**src/rtl/mem_wb_pkg.sv**
```systemverilog
// rtl/mem_wb_pkg.sv - shared constants and beat layout for the MEM/WB segment
package mem_wb_pkg;

    // Bit positions inside the control bundle
    localparam int CTRL_MEMTOREG  = 0;
    localparam int CTRL_REGSWRITE = 1;
    localparam int CTRL_REGVWRITE = 2;

    localparam int CTRL_W_DEF = 3;
    localparam int LANES_DEF  = 12;
    localparam int LANE_W_DEF = 16;
    localparam int RR_W_DEF   = 4;

    // Field order matches the flat packing used by the segment top
    typedef struct packed {
        logic [CTRL_W_DEF-1:0]           ctrl;
        logic [LANES_DEF*LANE_W_DEF-1:0] mem;
        logic [LANES_DEF*LANE_W_DEF-1:0] alu;
        logic [LANES_DEF-1:0]            lane_en;
        logic [RR_W_DEF-1:0]             rr;
    } wb_beat_t;

endpackage

```
**src/rtl/pipe_skid_buf.sv**
```systemverilog
// rtl/pipe_skid_buf.sv - generic 2-entry skid buffer with flush and occupancy
module pipe_skid_buf #(
    parameter int DATA_W = 8
) (
    input  logic              clk,
    input  logic              rst,
    input  logic              flush,
    input  logic              in_valid,
    output logic              in_ready,
    input  logic [DATA_W-1:0] in_data,
    output logic              out_valid,
    input  logic              out_ready,
    output logic [DATA_W-1:0] out_data,
    output logic [1:0]        occupancy
);

    logic              m_valid_q, m_valid_d;
    logic              s_valid_q, s_valid_d;
    logic [DATA_W-1:0] m_data_q, m_data_d;
    logic [DATA_W-1:0] s_data_q, s_data_d;
    logic              acc, pop;

    // Ready depends only on registered skid state and reset, never on out_ready
    assign in_ready  = rst && !s_valid_q;
    assign acc       = in_valid && in_ready;
    assign pop       = m_valid_q && out_ready;
    assign out_valid = m_valid_q;
    assign out_data  = m_data_q;
    assign occupancy = {1'b0, m_valid_q} + {1'b0, s_valid_q};

    // Next-state: pop drains skid first so beats stay in arrival order
    always_comb begin
        m_valid_d = m_valid_q;
        s_valid_d = s_valid_q;
        m_data_d  = m_data_q;
        s_data_d  = s_data_q;
        if (flush) begin
            m_valid_d = 1'b0;
            s_valid_d = 1'b0;
        end else if (pop && s_valid_q) begin
            m_data_d  = s_data_q;
            s_valid_d = 1'b0;
        end else if (pop && acc) begin
            m_data_d  = in_data;
        end else if (pop) begin
            m_valid_d = 1'b0;
        end else if (acc && !m_valid_q) begin
            m_valid_d = 1'b1;
            m_data_d  = in_data;
        end else if (acc) begin
            s_valid_d = 1'b1;
            s_data_d  = in_data;
        end
    end

    // State register on the falling edge, shared with the other segments
    always_ff @(negedge clk) begin
        if (!rst) begin
            m_valid_q <= 1'b0;
            s_valid_q <= 1'b0;
            m_data_q  <= '0;
            s_data_q  <= '0;
        end else begin
            m_valid_q <= m_valid_d;
            s_valid_q <= s_valid_d;
            m_data_q  <= m_data_d;
            s_data_q  <= s_data_d;
        end
    end

endmodule

```
**src/rtl/segment_skid_mem_wb.sv**
```systemverilog
// rtl/segment_skid_mem_wb.sv - MEM/WB pipeline segment with skid buffer, gating and stall counter
module segment_skid_mem_wb
    import mem_wb_pkg::*;
#(
    parameter int CTRL_W      = CTRL_W_DEF,
    parameter int LANES       = LANES_DEF,
    parameter int LANE_W      = LANE_W_DEF,
    parameter int RR_W        = RR_W_DEF,
    parameter int STALL_CNT_W = 16
) (
    input  logic                    clk,
    input  logic                    rst,
    input  logic                    flush,
    input  logic                    in_valid,
    output logic                    in_ready,
    input  logic [CTRL_W-1:0]       in_ctrl,
    input  logic [LANES*LANE_W-1:0] in_mem,
    input  logic [LANES*LANE_W-1:0] in_alu,
    input  logic [LANES-1:0]        in_lane_en,
    input  logic [RR_W-1:0]         in_rr,
    output logic                    out_valid,
    input  logic                    out_ready,
    output logic [CTRL_W-1:0]       out_ctrl,
    output logic [LANES*LANE_W-1:0] out_mem,
    output logic [LANES*LANE_W-1:0] out_alu,
    output logic [LANES-1:0]        out_lane_en,
    output logic [RR_W-1:0]         out_rr,
    output logic [1:0]              occupancy,
    output logic [STALL_CNT_W-1:0]  stall_cnt
);

    localparam int PW     = LANES * LANE_W;
    localparam int DATA_W = CTRL_W + 2 * PW + LANES + RR_W;

    logic [DATA_W-1:0]      beat_in, beat_out;
    logic [CTRL_W-1:0]      m_ctrl;
    logic [LANES-1:0]       m_lane_en;
    logic [STALL_CNT_W-1:0] stall_cnt_q, stall_cnt_d;

    // Flat packing follows the wb_beat_t field order
    assign beat_in = {in_ctrl, in_mem, in_alu, in_lane_en, in_rr};
    assign {m_ctrl, out_mem, out_alu, m_lane_en, out_rr} = beat_out;

    pipe_skid_buf #(.DATA_W(DATA_W)) u_skid (
        .clk       (clk),
        .rst       (rst),
        .flush     (flush),
        .in_valid  (in_valid),
        .in_ready  (in_ready),
        .in_data   (beat_in),
        .out_valid (out_valid),
        .out_ready (out_ready),
        .out_data  (beat_out),
        .occupancy (occupancy)
    );

    // Bubbles must not write anything in WB
    assign out_ctrl    = m_ctrl & {CTRL_W{out_valid}};
    assign out_lane_en = m_lane_en & {LANES{out_valid}};
    assign stall_cnt   = stall_cnt_q;

    // Saturating count of cycles where WB refuses a valid beat
    always_comb begin
        stall_cnt_d = stall_cnt_q;
        if (out_valid && !out_ready && (stall_cnt_q != {STALL_CNT_W{1'b1}})) begin
            stall_cnt_d = stall_cnt_q + 1'b1;
        end
    end

    // Counter register; flush deliberately leaves it untouched
    always_ff @(negedge clk) begin
        if (!rst) begin
            stall_cnt_q <= '0;
        end else begin
            stall_cnt_q <= stall_cnt_d;
        end
    end

endmodule

```
**config.mk**
```make
export PLATFORM = sky130hd
export DESIGN_NAME = segment_skid_mem_wb
export DESIGN_NICKNAME = d
export VERILOG_FILES = /design/src/rtl/mem_wb_pkg.sv /design/src/rtl/pipe_skid_buf.sv /design/src/rtl/segment_skid_mem_wb.sv
export SDC_FILE = /design/constraint.sdc
export NUM_CORES = 2
export LEC_CHECK = 0
export ABC_AREA = 1
export CAP_MARGIN = 20
export CORE_AREA = 2 2 319 321
export DETAILED_ROUTE_END_ITERATION = 10
export DIE_AREA = 0 0 321 323
export GPL_TIMING_DRIVEN = 0
export PLACE_DENSITY_LB_ADDON = 0.1
export SLEW_MARGIN = 20
export SYNTH_ARGS = -nofsm -noshare
export SYNTH_HDL_FRONTEND = slang
export SYNTH_SLANG_ARGS = --single-unit
```
**constraint.sdc**
```tcl
create_clock -name clk -period 4.23 [get_ports clk]
set_input_delay 0.6345 -clock clk [delete_from_list [all_inputs] [get_ports clk]]
set_output_delay 0.6345 -clock clk [all_outputs]
set_load 0.02 [all_outputs]
```
* After elaboration in Yosys (flattened, before gate mapping)
Cells that the tools add are included.
Cells by class: add/subtract/negate cells 2, eq/ne operators 2, multiplexer cells 6, bitwise operators 8, reductions and logical operators 19
Operators with widths (number):
- $mux 403 | 4
- $add 16x1->16 const B | 1
- $ne 16x16->1 const B | 1
- $and 12x12->12 | 1
- $logic_and 1x1->1 | 8
- $not 1->1 | 6
- $reduce_and 3->1 | 2
- $reduce_and 6->1 | 1
- $reduce_and 4->1 | 1
- $and 3x3->3 | 1
- $logic_not 1->1 | 3
- $ne 3x3->1 const B | 1
- $reduce_bool 3->1 | 1
- $reduce_or 3->1 | 1
- $add 1x1->2 | 1
- $mux 1 | 2
- $reduce_bool 2->1 | 1
- $reduce_or 2->1 | 1
Word-level totals: register bits after elaboration 824, bits of input ports 408, output and inout bits 423, logic and storage cells 42

* Longest topological paths before layout
depth after elaboration 8, mapped depth 10, mapped depth without buffers 9

* Hierarchy
A second synthesis with hierarchy kept.
Unflattened totals: cells, all modules 5845, area, all modules 36756.5 um^2
By module, submodules not included:
- pipe_skid_buf | times used 1, cells each 5662, area each 35714.3 um^2, seq. area each 16175.5 um^2
- segment_skid_mem_wb | times used 1, cells each 183, area each 1042.2 um^2, seq. area each 320.3 um^2

==> flow_summary.json <==
{
  "fin_tns_setup_ns": -1.280,
  "arrival_ns": 3.72,
  "report.power.total_w": 0.02191,
  "syn_inst": 5161,
  "clk_pin_slew_ns": 0.03,
  "path_cells": "buf_12 -> clkbuf_16 -> nand2_8 -> inv_6 -> buf_6",
  "fin_util_pct": 52.22,
  "via_per_inst": 4.672,
  "cts.htree.levels": 3,
  "max_stage_delay_ns": 0.36,
  "clock_sinks": 824,
  "slew_viol_final": 0,
  "die_h_um": 323,
  "status": "finished, violations left",
  "setup_viol": 15,
  "required_ns": 3.60,
  "wl_um": 137500,
  "p_sw_share_pct": 30.92,
  "critPathKind": "reg -> out",
  "synth_top_area_share_pct": 45.56,
  "grt_pass1_wl_um": 205700,
  "p_sw_w": 0.006774,
  "ant_nets": 0,
  "port_buffers": 830,
  "grt.overflow.total": 0,
  "power_frac_seq_pct": 37.3,
  "initial_core_util_pct": 35.95,
  "reg2reg_depth": 11,
  "synthTopCellsByArea": "dfxtp_1 46%, o21ai_0 13%, nor2_1 13%",
  "ioPinCount": 831,
  "ctsRootBufferMaster": "clkbuf_16",
  "layout.nets": 7331,
  "vias": 38910,
  "grt_start_max_net_pins": 14,
  "mappedNetlistNets": 5571,
  "numCtsBuffers": 99,
  "slowest_stage": "dfxtp_4",
  "nFillCells": 10520,
  "tightest_slew_ns": 0.5542,
  "dr.pass1.iters": 5,
  "grt_usage_pct": 25.60,
  "gp_congestion": 0.8921,
  "fin_skew_ns": 0.02459,
  "pwr-share-clk_pct": 52.6,
  "ys_types": 26,
  "cp-end-kind": "output port",
  "dp_hpwl_um": 100300,
  "dieArea_um2": 103700,
  "synth_largest_area_cell": "dfxtp_1",
  "violations": "negative setup slack",
  "yosys_register_bits": 824,
  "cts_buffer_depth": 3,
  "first_global_vias": 38270,
  "ff_latch_area_um2": 16510,
  "core_um2": 100700,
  "synth.avg_cell_area_um2": 7.016,
  "drive_above_1_share_pct": 14.72,
  "reg2reg_slack_ns": 1.91,
  "multi_input_area_um2": 14360,
  "comb_power_share_pct": 10.2,
  "synth.cell_area_um2": 36210,
  "rows": 117,
  "clk_latency_ns": 0.69,
  "worstHoldPathType": "reg -> reg",
  "synth.yosys.seq_area_share_pct": 45.56,
  "ir_drop_uv": 325.3,
  "rsz0062_at_grt": "yes",
  "max_cap_viol_count": 0,
  "p_int_w": 0.01513,
  "routedWlPerCell_um": 16.51,
  "path_max_fanout": 6,
  "power.leakage_nw": 25.59,
  "die_x_um": 321,
  "drtIter0Drc": 2159,
  "power_density_nw_per_um2": 416.6,
  "critPathCapture": "out_lane_en[2]",
  "reg2reg_to": "u_skid.out_data[321]$_SDFFE_NN0P_",
  "hold_viol_final": 0,
  "route.detailed.drc": 0,
  "slew_headroom_pct": 62.92,
  "cts_tree": "yes",
  "syn2layout_area_growth_pct": 45.24,
  "antenna_found_initial": 41,
  "yosys_warnings": 0,
  "startpoint": "u_skid.out_valid$_SDFFE_NP0P_",
  "setup.worst_path.start_class": "flop",
  "rr_startpoint": "u_skid.out_valid$_SDFFE_NP0P_",
  "fin_ws_ns": -0.1243
}
-- how the worst min path moves through the flow --
stage,cells past startpoint,from,slack [ns],endpoint
floorplan,2,u_skid.s_data_q[0]$_SDFFE_NN0P_,0.42,u_skid.s_data_q[0]$_SDFFE_NN0P_
global placement,2,u_skid.s_data_q[140]$_SDFFE_NN0P_,0.43,u_skid.s_data_q[140]$_SDFFE_NN0P_
detailed placement,2,u_skid.s_data_q[33]$_SDFFE_NN0P_,0.44,u_skid.s_data_q[33]$_SDFFE_NN0P_
CTS,2,u_skid.s_data_q[148]$_SDFFE_NN0P_,0.44,u_skid.s_data_q[148]$_SDFFE_NN0P_
global route,2,u_skid.s_data_q[100]$_SDFFE_NN0P_,0.46,u_skid.s_data_q[100]$_SDFFE_NN0P_
finish,2,u_skid.s_data_q[75]$_SDFFE_NN0P_,0.44,u_skid.s_data_q[75]$_SDFFE_NN0P_
-- cells by family (layout without fill, tap and decap cells) --
logic type	count (synthesis)	count (layout)	share of synthesized area (%)
compound gates	1255	1255	17.36
xor+xnor	6	6	0.1451
fa+ha+maj	2	2	0.06910
buf+inv	994	2832	15.15
flops	824	824	45.56
other cells	0	20	0
simple gates	2080	2080	21.71
-- registers in the layout, summed over array words and instances (netlist names) --
signal            flops
u_skid.out_data     403
u_skid.s_data_q     403
stall_cnt            16
u_skid.out_valid      1
u_skid.s_valid_q      1
-- layout by cell type, fill, tap and decap left out, types with 10 or more instances in the layout --
cell type,n
dfxtp_1,816
o21ai_0,929
clkdlybuf4s50_1,407
nand2_4,10
clkinvlp_2,31
buf_4,444
o21ai_1,94
buf_6,25
inv_2,14
a21oi_1,229
inv_1,1078
nand2_1,836
buf_2,100
nor2_1,1208
nand3_1,11
dlygate4sd2_1,91
clkbuf_1,137
clkbuf_16,104
bufinv_16,10
diode_2,20
clkdlybuf4s15_1,117
clkbuf_2,133
clkdlybuf4s15_2,118
-- cells in the mapped netlist, drive strengths merged --
library cell     n
buf            527
a211oi           1
dfxtp          824
inv            247
nand3           12
a21oi          229
clkbuf         220
nand2          852
xnor2            2
nor2          1210
nor4             1
xor2             4
o21ai         1025
nand4            3
ha               2
nand3b           2
-- power by group through the flow --
stage | Sequential [W] | Clock (W) | Combinational [W]
after floorplan | 0.00823 | 0.00117 | 0.00122
after global placement | 0.00826 | 0.00117 | 0.00231
after detailed placement | 0.00826 | 0.00117 | 0.00231
after CTS | 0.00816 | 0.0119 | 0.00223
after global routing | 0.00817 | 0.0128 | 0.00245
final | 0.00816 | 0.0115 | 0.00223
-- layer usage --
layer / wire length (um) / global-route usage (%) / vias up / part of all wire [%]
li1: - / - / 19520 / -
met5: 286 / 0 / - / 0.21
met2: 66800 / 42.54 / 1256 / 49
met3: 12280 / 11.48 / 255 / 8.9
met1: 54050 / 27.46 / 17830 / 39
met4: 4059 / 13.19 / 42 / 3.0
-- worst max-delay path: cells and delay by family (launching register included) --
kind | cells | cell delay, ns
AND/OR/NAND/NOR | 1 | 0.06
buffers and inverters | 4 | 0.49
flip-flops | 1 | 0.36
-- repair_timing --
| item | CTS | global route |
|---|---|---|
| gates cloned | 1 | 0 |
| buffers inserted | 3 | 3 |
| endpoints found under the setup margin | 1221 | 624 |
| hold buffers | 0 | 0 |
| resized for setup | 1006 | 355 |
-- cell type report --
| class | count | share of cell area, % |
|---|---|---|
| Sequential cell | 824 | 31.40 |
| Multi-Input combinational cell | 3343 | 27.30 |
| Timing Repair Buffer | 836 | 15.29 |
| Buffer | 747 | 9.050 |
| Clock inverter | 901 | 7.119 |
| Clock buffer | 102 | 4.854 |
| Tap cell | 1309 | 3.114 |
| Inverter | 246 | 1.782 |
| Antenna cell | 20 | 0.09517 |
-- stage by stage --
stage,cells,hold WS [ns],setup WS [ns],instance area (um^2)
global route,8321,0.4566,-0.1690,52570
global placement,7300,0.4334,-1.045,46160
finish,8328,0.4400,-0.1243,52590
floorplan,5161,0.4245,0.1918,36210
CTS,8306,0.4435,-0.2247,52600
detailed placement,7300,0.4387,-1.093,46160
No activity file was read; power rests on OpenSTA's default activity.
